$ cat config.mk
export PLATFORM = sky130hd
export DESIGN_NAME = mult_share_ctrl
export DESIGN_NICKNAME = d
export VERILOG_FILES = /design/src/rtl/mult_share_ctrl.sv
export SDC_FILE = /design/constraint.sdc
export NUM_CORES = 1
export LEC_CHECK = 0
export BUFFER_PORTS_ARGS = -buffer_cell sky130_fd_sc_hd__buf_4
export CAP_MARGIN = 30
export CORE_ASPECT_RATIO = 0.6
export CORE_MARGIN = 5
export CORE_UTILIZATION = 40
export CTS_CLUSTER_SIZE = 16
export DETAILED_ROUTE_END_ITERATION = 16
export PLACE_DENSITY = 0.74
export SYNTH_ARGS = -nofsm -noshare
export SYNTH_HDL_FRONTEND = slang
export SYNTH_SLANG_ARGS = --single-unit
$ cat constraint.sdc
create_clock -name clk -period 1.4 [get_ports clk]
set_input_delay 0.21 -clock clk [delete_from_list [all_inputs] [get_ports clk]]
set_output_delay 0.21 -clock clk [all_outputs]
set_load 0.05 [all_outputs]
$ cat src/rtl/mult_share_ctrl.sv
// Two-way round-robin arbiter and sequencer for the shift-add multiplier datapath.
// Grants one requester, drives init/plus/shift/finish with early termination and returns the tagged product.
module mult_share_ctrl #(
    parameter int N = 4
) (
    input  logic           clk,
    input  logic           reset_n,
    input  logic           req0,
    input  logic           req1,
    input  logic [N-1:0]   a0,
    input  logic [N-1:0]   b0,
    input  logic [N-1:0]   a1,
    input  logic [N-1:0]   b1,
    output logic           gnt0,
    output logic           gnt1,
    output logic [N-1:0]   dp_a_in,
    output logic [N-1:0]   dp_b_in,
    output logic           init,
    output logic           plus,
    output logic           shift,
    output logic           finish,
    input  logic [N-1:0]   dp_b,
    input  logic [2*N-1:0] dp_s,
    output logic [2*N-1:0] res,
    output logic           res_id,
    output logic           res_valid,
    output logic           busy
);

    localparam int CW = $clog2(N + 1);
    localparam logic [CW-1:0] CNT_MAX = CW'(N);

    typedef enum logic [1:0] {
        S_IDLE = 2'd0,
        S_INIT = 2'd1,
        S_RUN  = 2'd2
    } state_t;

    state_t          state_q, state_d;
    logic [N-1:0]    op_a_q, op_b_q;
    logic            cur_id_q, last_id_q;
    logic [CW-1:0]   cnt_q;
    logic            gnt0_q, gnt1_q;
    logic [2*N-1:0]  res_q;
    logic            res_id_q, res_valid_q;

    logic            grant_s, win_s, done_s, step_s;

    // Arbitration: a tie goes to the requester that was not served last.
    always_comb begin
        grant_s = (state_q == S_IDLE) && (req0 || req1);
        if (req0 && req1) begin
            win_s = ~last_id_q;
        end else begin
            win_s = req1;
        end
        done_s = (state_q == S_RUN) && ((dp_b == '0) || (cnt_q == CNT_MAX));
        step_s = (state_q == S_RUN) && !done_s;
    end

    // State register.
    always_ff @(posedge clk or negedge reset_n) begin
        if (!reset_n) begin
            state_q <= S_IDLE;
        end else begin
            state_q <= state_d;
        end
    end

    // Next-state logic.
    always_comb begin
        state_d = state_q;
        case (state_q)
            S_IDLE:  state_d = grant_s ? S_INIT : S_IDLE;
            S_INIT:  state_d = S_RUN;
            S_RUN:   state_d = done_s ? S_IDLE : S_RUN;
            default: state_d = S_IDLE;
        endcase
    end

    // Datapath controls are decoded from state; dp_b[0] picks add-and-shift versus shift.
    always_comb begin
        init   = 1'b0;
        plus   = 1'b0;
        shift  = 1'b0;
        finish = 1'b0;
        case (state_q)
            S_INIT: init = 1'b1;
            S_RUN: begin
                plus   = step_s & dp_b[0];
                shift  = step_s & ~dp_b[0];
                finish = done_s;
            end
            default: begin
                init = 1'b0;
            end
        endcase
    end

    // Operand capture, grant pulses, step counter and result registers.
    always_ff @(posedge clk or negedge reset_n) begin
        if (!reset_n) begin
            op_a_q      <= '0;
            op_b_q      <= '0;
            cur_id_q    <= 1'b0;
            last_id_q   <= 1'b1;
            cnt_q       <= '0;
            gnt0_q      <= 1'b0;
            gnt1_q      <= 1'b0;
            res_q       <= '0;
            res_id_q    <= 1'b0;
            res_valid_q <= 1'b0;
        end else begin
            gnt0_q      <= grant_s & ~win_s;
            gnt1_q      <= grant_s & win_s;
            res_valid_q <= done_s;
            if (grant_s) begin
                op_a_q    <= win_s ? a1 : a0;
                op_b_q    <= win_s ? b1 : b0;
                cur_id_q  <= win_s;
                last_id_q <= win_s;
            end else begin
                op_a_q    <= op_a_q;
                op_b_q    <= op_b_q;
                cur_id_q  <= cur_id_q;
                last_id_q <= last_id_q;
            end
            if (state_q == S_INIT) begin
                cnt_q <= '0;
            end else if (step_s) begin
                cnt_q <= cnt_q + CW'(1);
            end else begin
                cnt_q <= cnt_q;
            end
            if (done_s) begin
                res_q    <= dp_s;
                res_id_q <= cur_id_q;
            end else begin
                res_q    <= res_q;
                res_id_q <= res_id_q;
            end
        end
    end

    assign gnt0      = gnt0_q;
    assign gnt1      = gnt1_q;
    assign dp_a_in   = op_a_q;
    assign dp_b_in   = op_b_q;
    assign res       = res_q;
    assign res_id    = res_id_q;
    assign res_valid = res_valid_q;
    assign busy      = (state_q != S_IDLE);

endmodule

After elaboration in Yosys (flattened, before gate mapping)
Index checks and enable logic that the tools add are counted.
{"block": "op_classes", "n_mux": 12, "n_eq_ne": 3, "n_bitwise": 7, "add_sub_neg": 1, "reduce_logical": 11}
{"operator": "two-way mux 4 bit", "n": 2}
{"operator": "two-way mux 1 bit", "n": 6}
{"operator": "two-way mux 3 bit", "n": 2}
{"operator": "one-hot mux 2 bit (3 select lines)", "n": 1}
{"operator": "AND 1 bit", "n": 4}
{"operator": "logical AND 1 bit", "n": 4}
{"operator": "logical NOT 4 bit", "n": 1}
{"operator": "nonzero test 2 bit", "n": 2}
{"operator": "adder 3 x 1 -> 3 bit, second input constant", "n": 1}
{"operator": "== test 3 bit, second input constant", "n": 1}
{"operator": "NOT 1 bit", "n": 3}
{"operator": "== test 2 x 1 -> 1 bit, second input constant", "n": 1}
{"operator": "== test 2 bit, second input constant", "n": 1}
{"operator": "logical NOT 2 bit", "n": 1}
{"operator": "logical OR 1 bit", "n": 2}
{"operator": "two-way mux 2 bit", "n": 1}
{"operator": "logical NOT 1 bit", "n": 1}
{"block": "totals", "inputBits": 32, "word_cells": 45, "reg_bits": 27}

Longest topological paths before layout
{"block": "logic_depth", "word_depth": 7, "mapped_depth": 5, "mapped_depth_nobuf": 5}

Least setup slack after synthesis
OpenSTA, ideal clock, no wires.
{"block": "synth_timing", "path_type": "input to register", "start": "input dp_b[1]", "end": "register res_q[0], in the netlist res[0]", "setup_time_ns": 0.125, "path_stages": 4, "path_buffers": 1, "setup_slack_ns": -0.470, "t_arrival_ns": 1.745, "path_cell_list": "or4_1 > buf_2 > a21oi_4 > mux2_2"}
{"block": "synth_via", "elab_chain_cells": 3}
{"item": "start, declared", "line_no": "22", "rtl": "input logic [N-1:0] dp_b,"}
{"item": "logical NOT 4 bit", "line_no": "57", "rtl": "done_s = (state_q == S_RUN) && ((dp_b == '0) || (cnt_q == CNT_MAX));"}
{"item": "logical OR 1 bit", "line_no": "57"}
{"item": "logical AND 1 bit", "line_no": "57"}
{"item": "end signal, assigned", "line_no": "136", "rtl": "res_q <= dp_s;"}
{"item": "end signal, assigned", "line_no": "139", "rtl": "res_q <= res_q;"}
{"item": "end, declared", "line_no": "44", "rtl": "logic [2*N-1:0] res_q;"}
No other way between the ends.
A chain may end at the register's enable or synchronous reset.

Worst setup path in the final report
{"block": "layout_timing", "start": "register state_q[0]", "end": "output shift"}
{"block": "layout_via", "elab_chain_cells": 6}
{"item": "start, declared", "line_no": "39", "rtl": "state_t state_q, state_d;"}
{"item": "start signal, assigned", "line_no": "66", "rtl": "state_q <= state_d;"}
{"item": "== test 2 bit *", "line_no": "57, 58, 87"}
{"item": "logical AND 1 bit", "line_no": "57"}
{"item": "logical NOT 1 bit", "line_no": "58", "rtl": "step_s = (state_q == S_RUN) && !done_s;"}
{"item": "logical AND 1 bit", "line_no": "58"}
{"item": "AND 1 bit", "line_no": "91", "rtl": "shift = step_s & ~dp_b[0];"}
{"item": "two-way mux 1 bit *", "line_no": "87", "rtl": "case (state_q)"}
{"item": "end, declared", "line_no": "20", "rtl": "output logic shift,"}
Every way passes the cells marked *; elsewhere a longest branch is shown, timed or not.

==> metrics.cfg <==
[hold_path]
min-delay-start=a0[3]
worstHoldPathCells=2
holdPathEnd=dp_a_in[3]
hold_class=input pin to flip-flop

[yosys]
yosysUniqueCellTypes=29
yosys_warnings=0
synth.most_common_cell=dfrtp_1
ys_ff_latch=27
synth.top_cell.area_share_pct=55.0
synth_seq_area_share_pct=57.2
syn_inst=95
synth_edf_count=0
synth_area_per_cell_um2=12.4
synth_area_leaders=dfrtp_1 55%, mux2_2 8.6%, a221o_1 6.8%
syn_area_um2=1180
syn-num-nets=129
synth_top_area_cell=dfrtp_1
synth_async_sr_flop_share_pct=100
ys_top_cells_by_count=26 x dfrtp_1, 9 x mux2_2, 8 x a21boi_0, 8 x a221o_1, 5 x inv_1
synth-main-ff-cell=dfrtp_1

[power]
pwr_density_cell_nw_per_um2=2490
ir_drop_uv=1330
power_frac_clock_pct=8.7
switchingPower_uw=2340
p_comb_share_pct=63.1
leakagePower_uw=0.000953
netSwitchingFraction_pct=47.4
internal_power_uw=2600
pwr-share-seq_pct=28.2

[placement]
post-place-ws_ns=-0.249
io_buffers=56
dp_cells=201
placed_area_um2=1760
dp_hpwl_mm=2.45
gp_congestion=0.854

[cts]
clock_latency_ns=0.27
cts_root_buf=clkbuf_8
h-tree-depth=1
clkTransAtPathRegs_ns=0.09
tritoncts=built
cts_buffers=3
clock_path_buffers=2
cts_sinks=27

[grt]
grt_pass1_wl_mm=5.46
grt_pass1_vias=1180
gr-total-overflow=0
antenna_found_initial=0
grtUsageTotal_pct=16.9
grt_max_degree=28

[timing]
hold_viol=0
relSlewSlack_pct=60.3
rsz0062_at_grt=yes
slew_violations=0
worst_pin_slew_ns=0.590
fmax_mhz=629
period_share_pct=113
min_period_ns=1.59
fin_ws_ns=-0.189
setup_violations=15
finClkSkew_ns=0.00174

[setup_path]
path_cells=nor2b_2, nand3_2, nor2_4, buf_6
ff2ff_path_depth=5
timing.critical_path.buf_inv=1
cpMaxStageDelayCell=dfrtp_2
r2r_setup_slack_ns=-0.18
crit_family=flip-flops
end_kind=primary output
criticalPathCategory=flip-flop to primary output
critPathMaxFanout=6
critical_path.startpoint_type=flip-flop
r2r_start=state_q[0]
slowest_delay_ns=0.49
worst-endpoint-arrival_ns=1.38
crit_required_ns=1.19
rr_endpoint=res[2]

[status]
status=finished with violations
violations=negative setup slack

[detailed_routing]
drt_iter0_markers=55
wl_per_cell_um=15.8
vias=1113
drt-total-wl_mm=3.41
drtPass1Iterations=4
route.detailed.drc=0
routed_via_density=5.15
ant_nets=0

[floorplanning]
core-area_um2=2850
placementRows=15
initial_core_util_pct=41.4
ios=57
die-width_um=80.2
die_area_um2=4180
die_h_um=52.1

[finish]
n_fill_cell=225
finalNetCount=209
fin_cells=216
area_delta_synth_final_pct=67.7
drive_gt1_share_pct=64.9
design_area_um2=1980
n_antenna_cell=0

[run]
drv_cap=0

[registers in the layout, summed over array words and instances, names as in the netlist]
signal and flops:
cnt_q 3, cur_id_q 1, dp_a_in 4, dp_b_in 4, gnt0 1, gnt1 1
last_id_q 1, res 8, res_id 1, res_valid 1, state_q 2
[what timing repair did]
action,in CTS,in global routing
endpoints found under the setup margin,17,25
cloned,0,0
gates resized for setup,16,11
endpoints found under the hold margin,26,0
hold buffers,1,0
setup buffers,7,3
pin swaps,4,4
[cells by family (layout without fill, tap and decap cells)]
logic type / Yosys count / in the layout / share of synthesized area (%)
compound gates: 27 / 27 / 19.4
flops: 27 / 27 / 57.2
simple gates: 20 / 20 / 9.42
buf+inv: 10 / 89 / 3.28
mux: 9 / 9 / 8.57
fa+ha+maj: 2 / 2 / 2.12
[placed cells by master (no fill, tap or decap)]
cell           synthesis  final
and2_1                 1      1
a21oi_4                1      1
nand4_1                2      2
a21boi_0               8      8
buf_4                  0     72
clkbuf_8               0      3
o21ai_0                1      1
ha_4                   0      1
nand2_4                0      1
or4_4                  0      1
a31oi_1                1      1
a221o_1                8      8
and3_1                 3      1
a21oi_1                1      1
o311ai_2               0      2
mux2_2                 9      8
inv_2                  0      4
or2_2                  1      1
nor2_1                 3      1
dlygate4sd3_1          0      1
a21o_1                 2      2
ha_2                   0      1
dfrtp_1               26     24
dfstp_2                1      1
inv_1                  5      1
buf_6                  0      5
nor3b_1                1      1
nand3_2                0      1
mux2_4                 0      1
nand2_1                3      2
buf_12                 0      2
nor2b_2                0      1
a311oi_1               1      1
nor2_4                 0      2
o211ai_1               2      2
and3_2                 0      2
nor4_1                 1      1
nand2b_1               2      2
dfrtp_2                0      2
clkinvlp_4             0      1
[how the worst max path moves through the flow]
| stage | startpoint | end | slack, ns | cells after the start |
|---|---|---|---|---|
| 3_3_place_gp | dp_b[1] | res[0] | -0.22 | 5 |
| 5_1_grt | cnt_q[1] | finish | -0.25 | 6 |
| 2_1_floorplan | dp_b[1] | res[0] | -0.47 | 4 |
| 3_5_place_dp | dp_b[1] | res[2] | -0.25 | 5 |
| 6_report | state_q[0] | shift | -0.19 | 4 |
| 4_1_cts | cnt_q[1] | finish | -0.16 | 6 |
[per-stage QoR]
step / total power [µW] / hold slack [ns] / TNS (ns) / util [%]
after floorplan: 3170 / -0.0856 / -4.45 / -
after global placement: 4100 / 0.132 / -2.29 / 61.8
after detailed placement: 4170 / 0.136 / -2.71 / 61.8
after CTS: 4780 / 0.165 / -1.79 / 67.5
after global routing: 5200 / 0.159 / -2.98 / 69.5
final: 4950 / 0.168 / -2.04 / 69.5
[area by class of cell]
| type | count | area [µm²] | share of cell area (%) |
|---|---|---|---|
| Sequential cell | 27 | 679 | 34.3 |
| Timing Repair Buffer | 80 | 647 | 32.6 |
| Multi-Input combinational cell | 58 | 537 | 27.1 |
| Tap cell | 42 | 52.6 | 2.65 |
| Clock buffer | 3 | 41.3 | 2.08 |
| Inverter | 5 | 18.8 | 0.946 |
| Clock inverter | 1 | 7.51 | 0.379 |
[metal layers]
metal	global-route usage, %	part of all wire (%)	wire length, µm
met5	0	0	0
met4	3.65	1.4	48
met3	5.36	8.6	292
met2	28.3	46	1580
met1	21.7	44	1490
[power groups by stage]
stage | clock network, µW | registers, µW | logic, µW
floorplan | 0 | 2270 | 904
CTS | 443 | 1370 | 2970
detailed placement | 0 | 1360 | 2810
global placement | 0 | 1350 | 2750
global route | 472 | 1440 | 3280
finish | 430 | 1400 | 3120
No activity file was read; power rests on OpenSTA's default activity.
